File: config.mk
export PLATFORM = sky130hd
export DESIGN_NAME = booth_mul_r4
export DESIGN_NICKNAME = d
export VERILOG_FILES = /design/src/rtl/booth_mul_r4.sv
export SDC_FILE = /design/constraint.sdc
export NUM_CORES = 1
export LEC_CHECK = 0
export BUFFER_PORTS_ARGS = -buffer_cell sky130_fd_sc_hd__buf_2
export CAP_MARGIN = 20
export CORE_ASPECT_RATIO = 0.75
export CORE_MARGIN = 3
export CORE_UTILIZATION = 35
export CTS_BUF_LIST = sky130_fd_sc_hd__clkbuf_8 sky130_fd_sc_hd__clkbuf_16
export DETAILED_ROUTE_END_ITERATION = 8
export GPL_TIMING_DRIVEN = 1
export PLACE_DENSITY = 0.63
export REMOVE_ABC_BUFFERS = 1
export SETUP_SLACK_MARGIN = 0.05
export SYNTH_ARGS = -nofsm -noshare
export SYNTH_HDL_FRONTEND = slang
export SYNTH_SLANG_ARGS = --single-unit
File: constraint.sdc
create_clock -name clk -period 12.9 [get_ports clk]
set_input_delay 0 -clock clk [delete_from_list [all_inputs] [get_ports clk]]
set_output_delay 0 -clock clk [all_outputs]
set_load 0.05 [all_outputs]
File: src/rtl/booth_mul_r4.sv
// Sequential radix-4 Booth multiplier: signed or unsigned WIDTH x WIDTH -> 2*WIDTH product.
// It retires one Booth digit per clock and takes a fixed WIDTH/2+1 cycles per operation.
module booth_mul_r4 #(
  parameter int WIDTH = 32
) (
  input  logic             clk,
  input  logic             reset,
  input  logic             start,
  input  logic             is_signed,
  input  logic [WIDTH-1:0] multiplicand,
  input  logic [WIDTH-1:0] multiplier,
  output logic [WIDTH-1:0] product_lo,
  output logic [WIDTH-1:0] product_hi,
  output logic             busy,
  output logic             done
);

  localparam int STEPS = WIDTH / 2 + 1;
  localparam int CW    = $clog2(STEPS);
  localparam int MW    = WIDTH + 3;
  localparam int PW    = 2 * WIDTH;

  typedef enum logic [1:0] {
    S_IDLE,
    S_RUN,
    S_DONE
  } state_t;

  state_t          r_state;
  state_t          w_state_next;
  logic [MW-1:0]   r_mplier;
  logic [PW-1:0]   r_mcand;
  logic [PW-1:0]   r_acc;
  logic [PW-1:0]   r_product;
  logic [CW-1:0]   r_cnt;

  logic            w_ext;
  logic [PW-1:0]   w_mcand_ext;
  logic [PW-1:0]   w_addend;
  logic [PW-1:0]   w_acc_next;
  logic            w_last;
  logic            w_accept;

  assign w_ext       = is_signed & multiplier[WIDTH-1];
  assign w_mcand_ext = is_signed ? {{WIDTH{multiplicand[WIDTH-1]}}, multiplicand}
                                 : {{WIDTH{1'b0}}, multiplicand};
  assign w_last      = (r_cnt == CW'(STEPS - 1));
  assign w_accept    = start && (r_state != S_RUN);

  // r_mcand is pre-shifted by 2k each step, so the digit only picks 0, +-A or +-2A.
  always_comb begin
    // NOTE: every always_comb output gets a default first so no path leaves it unassigned (no latch).
    w_addend = '0;
    case (r_mplier[2:0])
      3'b001, 3'b010: w_addend = r_mcand;
      3'b011:         w_addend = r_mcand << 1;
      3'b100:         w_addend = -(r_mcand << 1);
      3'b101, 3'b110: w_addend = -r_mcand;
      default:        w_addend = '0;
    endcase
  end

  assign w_acc_next = r_acc + w_addend;

  always_comb begin
    w_state_next = r_state;
    case (r_state)
      S_IDLE:  if (start) w_state_next = S_RUN;
      S_RUN:   if (w_last) w_state_next = S_DONE;
      S_DONE:  w_state_next = start ? S_RUN : S_IDLE;
      default: w_state_next = S_IDLE;
    endcase
  end

  // NOTE: sequential state uses non-blocking assignments so all registers update from pre-edge values.
  always_ff @(posedge clk) begin
    if (reset) begin
      r_state <= S_IDLE;
    end else begin
      r_state <= w_state_next;
    end
  end

  always_ff @(posedge clk) begin
    if (reset) begin
      r_mplier  <= '0;
      r_mcand   <= '0;
      r_acc     <= '0;
      r_cnt     <= '0;
      r_product <= '0;
    end else if (w_accept) begin
      r_mplier <= {w_ext, w_ext, multiplier, 1'b0};
      r_mcand  <= w_mcand_ext;
      r_acc    <= '0;
      r_cnt    <= '0;
    end else if (r_state == S_RUN) begin
      r_acc    <= w_acc_next;
      r_mplier <= {{2{r_mplier[MW-1]}}, r_mplier[MW-1:2]};
      r_mcand  <= r_mcand << 2;
      r_cnt    <= r_cnt + CW'(1);
      if (w_last) r_product <= w_acc_next;
    end
  end

  assign product_lo = r_product[WIDTH-1:0];
  assign product_hi = r_product[PW-1:WIDTH];
  assign busy       = (r_state == S_RUN);
  assign done       = (r_state == S_DONE);

endmodule

# Word level (Yosys, flattened, before mapping)
# Index checks and enable logic that the tools add are counted.
totals:
  regBits: 234
  latchBits: 0
  ramBits: 0
  rom_bits: 0
  in_bits: 68
  memories: 0
op_classes:
  n_addsub: 4
  mul: 0
  n_div: 0
  order_cmp: 0
  eq_ne: 12
  shifts: 0
  muxes: 10
  n_bitwise: 2
  reduce_logical: 8
ops:
  columns: ["operator", "n"]
  rows:
  - ["64-bit case mux with 4 select lines", 1]
  - ["64-bit two-way mux", 3]
  - ["64-bit negation", 2]
  - ["64-bit adder", 1]
  - ["35-bit two-way mux", 1]
  - ["34-bit two-way mux", 1]
  - ["3-bit equality test (second input constant)", 3]
  - ["3-bit by 2-bit equality test with 1-bit output (second input constant)", 2]
  - ["2-bit case mux with 3 select lines", 1]
  - ["2-bit OR reduction", 3]
  - ["5-bit by 1-bit adder with 5-bit output (second input constant)", 1]
  - ["5-bit equality test (second input constant)", 1]
  - ["2-bit two-way mux", 2]
  - ["2-bit by 1-bit != test with 1-bit output (second input constant)", 2]
  - ["3-bit by 1-bit equality test with 1-bit output (second input constant)", 1]
  - ["3-bit AND reduction", 1]
  - ["2-bit by 1-bit equality test with 1-bit output (second input constant)", 1]
  - ["2-bit equality test (second input constant)", 1]
  - ["2-bit zero test", 1]
  - ["2-bit != test (second input constant)", 1]
  - ["2-bit AND reduction", 1]
  - ["2-bit nonzero test", 1]
  - ["1-bit AND", 1]
  - ["1-bit logical AND", 1]
  - ["other kinds (2)", 2]

# Longest topological paths before layout
depth:
  depth_word: 4
  depth_mapped: 23
  depth_no_buf: 21

# Worst setup path before layout
# OpenSTA, ideal clock, no wires.
synth_timing:
  path_type: "reg-to-reg"
  start: "reg r_mcand[15]"
  end: "reg r_acc[63]"
  setup_ns: 0.127
  arrival_ns: 5.264
  t_required_ns: 12.773
  setup_slack_ns: 7.509
  path_stages_with_launch: 21
  n_path_buf: 2
  path_cell_list: "dfxtp_1 > buf_6 > or4_4 > or4_4 > or4_4 > nor4b_4 > nand2_2 > xnor2_2 > nor2_1 > mux4_2 > ha_1 > clkbuf_1 > o21ai_0 > a22oi_1 > a21oi_1 > o21ai_0 > a221oi_1 > a2111o_1 > a211oi_1 > or4_1 > nand3_1"
synth_via:
  elab_chain_cells: 3
  word_cells_on_any_way: 4
synth_lines:
  columns: ["item", "line_no", "text"]
  rows:
  - ["start: declaration", "32", "logic [PW-1:0] r_mcand;"]
  - ["start signal: assignment", "93", "r_mcand <= w_mcand_ext;"]
  - ["start signal: assignment", "99", "r_mcand <= r_mcand << 2;"]
  - ["64-bit negation, on equally long branches", "58, 57", null]
  - ["64-bit case mux with 4 select lines *", "54", "case (r_mplier[2:0])"]
  - ["64-bit adder *", "63", "assign w_acc_next = r_acc + w_addend;"]
  - ["end signal: assignment", "97", "r_acc <= w_acc_next;"]
  - ["end: declaration", "33", "logic [PW-1:0] r_acc;"]
# Mark *: on every way between the ends. The rest lies on a longest branch, timed or not.
# A chain may end at the register's enable or synchronous reset.

# Final worst setup path
layout_timing:
  start: "reg r_mcand[0]"
  end: "reg r_product[55]"
layout_via:
  elab_chain_cells: 3
  word_cells_on_any_way: 4
layout_lines:
  columns: ["item", "line_no", "text"]
  rows:
  - ["64-bit negation, on equally long branches", "58, 57", null]
  - ["64-bit case mux with 4 select lines *", "54", null]
  - ["64-bit adder *", "63", null]
  - ["end signal: assignment", "101", "if (w_last) r_product <= w_acc_next;"]
  - ["end: declaration", "34", "logic [PW-1:0] r_product;"]
# Marks and branches as above.

==> flow_summary_export.csv <==
group,metric,value,unit
floorplanning,placementRows,69,
synthesis,synth_cells,2317,
sta,tightest_slew,1080,ps
status,status,"finished clean",
floorplanning,core,0.0476,sq mm
route,ant_nets,0,
setup_path,cp-start-kind,"flop",
synthesis,synth_top_cell_by_area,"dfxtp_1",
place,port_buffers,133,
setup_path,worst-setup-path-type,"reg -> reg",
setup_path,endpoint,"r_product[55]$_SDFFE_PP0P_",
synthesis,synth_area,0.0169,sq mm
synthesis,synth_edf_count,0,
clock_network,h-tree-depth,1,
route,vias,17700,
sta,rsz0062_at_grt,"false",
cells_and_area,multiInputGateArea,0.0113,sq mm
clock_network,cts_tree,"yes",
global_route,antenna_found_initial,0,
clock_network,cts_sinks,234,
power,power.total,2.22,mW
clock_network,cts.path.max_buffers,3,
sta,fin_crit,6540,ps
cells_and_area,seqCellArea,0.00469,sq mm
place,place.gp.congestion,0.940,
global_route,overflow,0,
run,cap_violations,0,
floorplanning,io_pins,134,
synthesis,yosys.cell_types.count,76,
cells_and_area,layout-drive-gt1-share,10.1,%
sta,fmax,0.153,GHz
synthesis,synth.area.top_cells,"dfxtp_1 28%, nand2_1 7.7%, a21oi_1 6.7%, ha_1 4.9%, mux2i_1 4.7%",
global_route,grt_pass1_wl,92.8,mm
setup_path,worst_r2r_startpoint,"r_mcand[0]$_SDFFE_PP0P_",
sta,holdWs,62.8,ps
route,drt_iter0_drc,1779,
setup_path,required,13400,ps
min_path,hold_path.startpoint,"start",
sta,setup_tns,0,ps
global_route,grt_max_degree,101,
route,dr_wl_met3,4.64,mm
route,drc_errors,0,
power,powerDensity,115,mW/mm^2
clock_network,clkTransAtPathRegs,60,ps
synthesis,ys.flop_type,"dfxtp_1",
setup_path,crit_arrival,7040,ps
cells_and_area,area_delta_synth_final,14.5,%
global_route,grt.total_usage,22.3,%
cells_and_area,nNetsFinal,2485,
global_route,grt_pass1_vias,16400,
setup_path,end_kind,"flop",
synthesis,ys_ff_latch,234,
sta,clock-skew-final,18.6,ps
setup_path,timing.rr.end,"r_product[55]$_SDFFE_PP0P_",
setup_path,critPathMaxFanout,6,
clock_network,insertion_delay,560,ps
power,power.leakage,7.64,nW
sta,maxSlewViolCount,0,
clock_network,cts-root-buf,"clkbuf_16",
sta,hold_viol,0,
setup_path,crit_path_start,"r_mcand[0]$_SDFFE_PP0P_",
place,hpwl,40.6,mm
floorplanning,die_area,0.0510,sq mm
setup_path,r2r_setup_slack,6360,ps
route,top_layer_used,"met4",
route,dr_wl_met2,24.3,mm
route,wl_met1,28.4,mm
floorplanning,start_util,35.6,%
route,wire_per_inst,19.5,um
synthesis,netlist.area_leader.share,27.7,%
setup_path,r2r_cells,18,
synthesis,ys_warn_count,0,
floorplanning,die_h,196,um
clock_network,numCtsBuffers,27,
cells_and_area,antenna_cells,0,
sta,fin_crit_sh,50.7,%
sta,max-slew-margin-rel,28.0,%
sta,setup_viol_count_final,0,
clock_network,postCtsResizedCells,0,
power,vdd_drop_max,0.0878,mV
route,wirelength,58.6,mm
clock_network,postCtsSetupBuffers,0,
min_path,hold_class,"in -> reg",
synthesis,yosysSeqAreaShare,27.7,%
floorplanning,die_w,260,um
route,via_per_inst,5.90,
synthesis,ys_async_sr_fraction,0,%
route,dr.pass1.iters,6,
synthesis,synth.avg_cell_area,7.30,sq um
cells_and_area,fillCellCount,4846,
-- timing repair --
action,CTS,global route
endpoints found under the hold margin,90,0
endpoints found under the setup margin,0,0
hold buffers,67,0
-- critical path, stage by stage, from the launching register on --
cell	delay (ps)
dfxtp_1	360
inv_1	90
ha_1	200
nor3b_1	620
nand3b_1	250
or3_1	430
nand2_1	110
xnor2_1	90
a221oi_1	300
a31oi_1	120
ha_1	500
nand4_1	160
nor4_1	830
o211ai_1	380
a211oi_1	550
o311ai_1	320
a211o_1	420
a2111oi_0	570
nand3b_1	180
-- kinds of logic after synthesis --
group | after synthesis | share of synthesized area, %
buffers and inverters | 250 | 5.71
xor gates and xnor gates | 128 | 6.72
and+or+nand+nor | 852 | 24.0
AOI/OAI and AO/OA | 703 | 25.9
muxes | 83 | 5.00
DFF | 234 | 27.7
adders and majority gates | 67 | 5.00
-- state kept, by name, summed over array words and instances, names as in the netlist --
register and flops:
r_state 2, r_mcand 64, r_product 64, r_cnt 5, r_mplier 35, r_acc 64
-- stage by stage --
step                      instance area, sq um  utilization (%)  setup WS (ps)  instances
after floorplan                          16100                -           3560       2098
after global placement                   17700             37.3           6730       2893
after detailed placement                 17700             37.3           6610       2893
after CTS                                19400             40.7           6580       3006
after global routing                     19400             40.7           5940       3006
final                                    19400             40.7           6360       3006
-- layer usage --
layer / global-route usage, % / up-vias
met3: 3.31 / 85
met4: 5.06 / 0
li1: - / 8446
met1: 33.8 / 8483
met2: 32.9 / 713
met5: 0 / -
-- worst min path at each step --
stage                                           to  slack, ps  cells after the start
after global placement     r_mcand[1]$_SDFFE_PP0P_        300                      3
after detailed placement   r_mcand[1]$_SDFFE_PP0P_        300                      3
after global routing      r_mcand[40]$_SDFFE_PP0P_         90                      3
after floorplan           r_mcand[32]$_SDFFE_PP0P_         70                      1
final                     r_mcand[40]$_SDFFE_PP0P_         60                      3
after CTS                 r_mcand[40]$_SDFFE_PP0P_         30                      3
-- final cells by class --
class	count	share of cell area (%)
Clock buffer	28	3.56
Clock inverter	18	1.35
Inverter	31	0.607
Multi-Input combinational cell	1833	58.3
Sequential cell	234	24.2
Tap cell	639	4.13
Timing Repair Buffer	223	7.84
-- placed cells by master, fill, tap and decap left out, drive strengths merged, types with 8 or more instances in the layout --
| master | netlist | final |
|---|---|---|
| a211oi | 80 | 80 |
| a21o | 42 | 42 |
| a21oi | 228 | 228 |
| a221oi | 24 | 24 |
| a22oi | 20 | 20 |
| a31oi | 32 | 32 |
| and3 | 18 | 18 |
| buf | 30 | 156 |
| clkbuf | 189 | 28 |
| clkinv | 1 | 10 |
| dfxtp | 234 | 234 |
| dlygate4sd3 | 0 | 67 |
| ha | 66 | 66 |
| inv | 30 | 30 |
| mux2i | 80 | 80 |
| nand2 | 347 | 347 |
| nand2b | 14 | 14 |
| nand3 | 92 | 92 |
| nand4 | 35 | 35 |
| nor2 | 152 | 152 |
| nor2b | 10 | 10 |
| nor3 | 52 | 52 |
| nor4 | 18 | 18 |
| nor4b | 9 | 9 |
| o211ai | 11 | 11 |
| o21a | 15 | 15 |
| o21ai | 157 | 157 |
| o21bai | 10 | 10 |
| o221ai | 8 | 8 |
| o22ai | 15 | 15 |
| o311ai | 9 | 9 |
| or2 | 14 | 14 |
| or3 | 43 | 43 |
| or4 | 18 | 18 |
| xnor2 | 72 | 72 |
| xor2 | 56 | 56 |
-- power by group --
| group | switching, mW | total (mW) | internal, mW |
|---|---|---|---|
| Clock | 0.338 | 0.846 | 0.507 |
| Combinational | 0.357 | 0.554 | 0.196 |
| Sequential | 0.0590 | 0.820 | 0.761 |
-- cell usage after synthesis, types with 5 or more instances --
library cell and instances:
a211oi_1 80, and4_1 6, clkbuf_1 189, nand3b_1 7
or3_1 42, nand2_1 346, nor2b_1 10, a22oi_1 20
nand4_1 35, a21o_1 42, o2111ai_1 5, o21a_1 15
inv_1 28, a21oi_1 228, xor2_1 56, o221ai_1 8
o311ai_0 8, o21bai_1 10, nor4b_1 8, buf_1 22
o21ai_0 157, a221oi_1 24, nor3_1 50, nand3_1 92
o22ai_1 15, ha_1 66, xnor2_1 70, o31ai_1 7
and2_1 5, or2_2 12, a311o_1 6, nor2_1 152
mux2i_1 80, or4_1 15, a211o_1 7, o211ai_1 11
dfxtp_1 234, nor4_1 16, a31oi_1 32, nand2b_1 14
a221o_1 5, and3_1 18
Note: power is estimated with default switching activity, not from simulation.
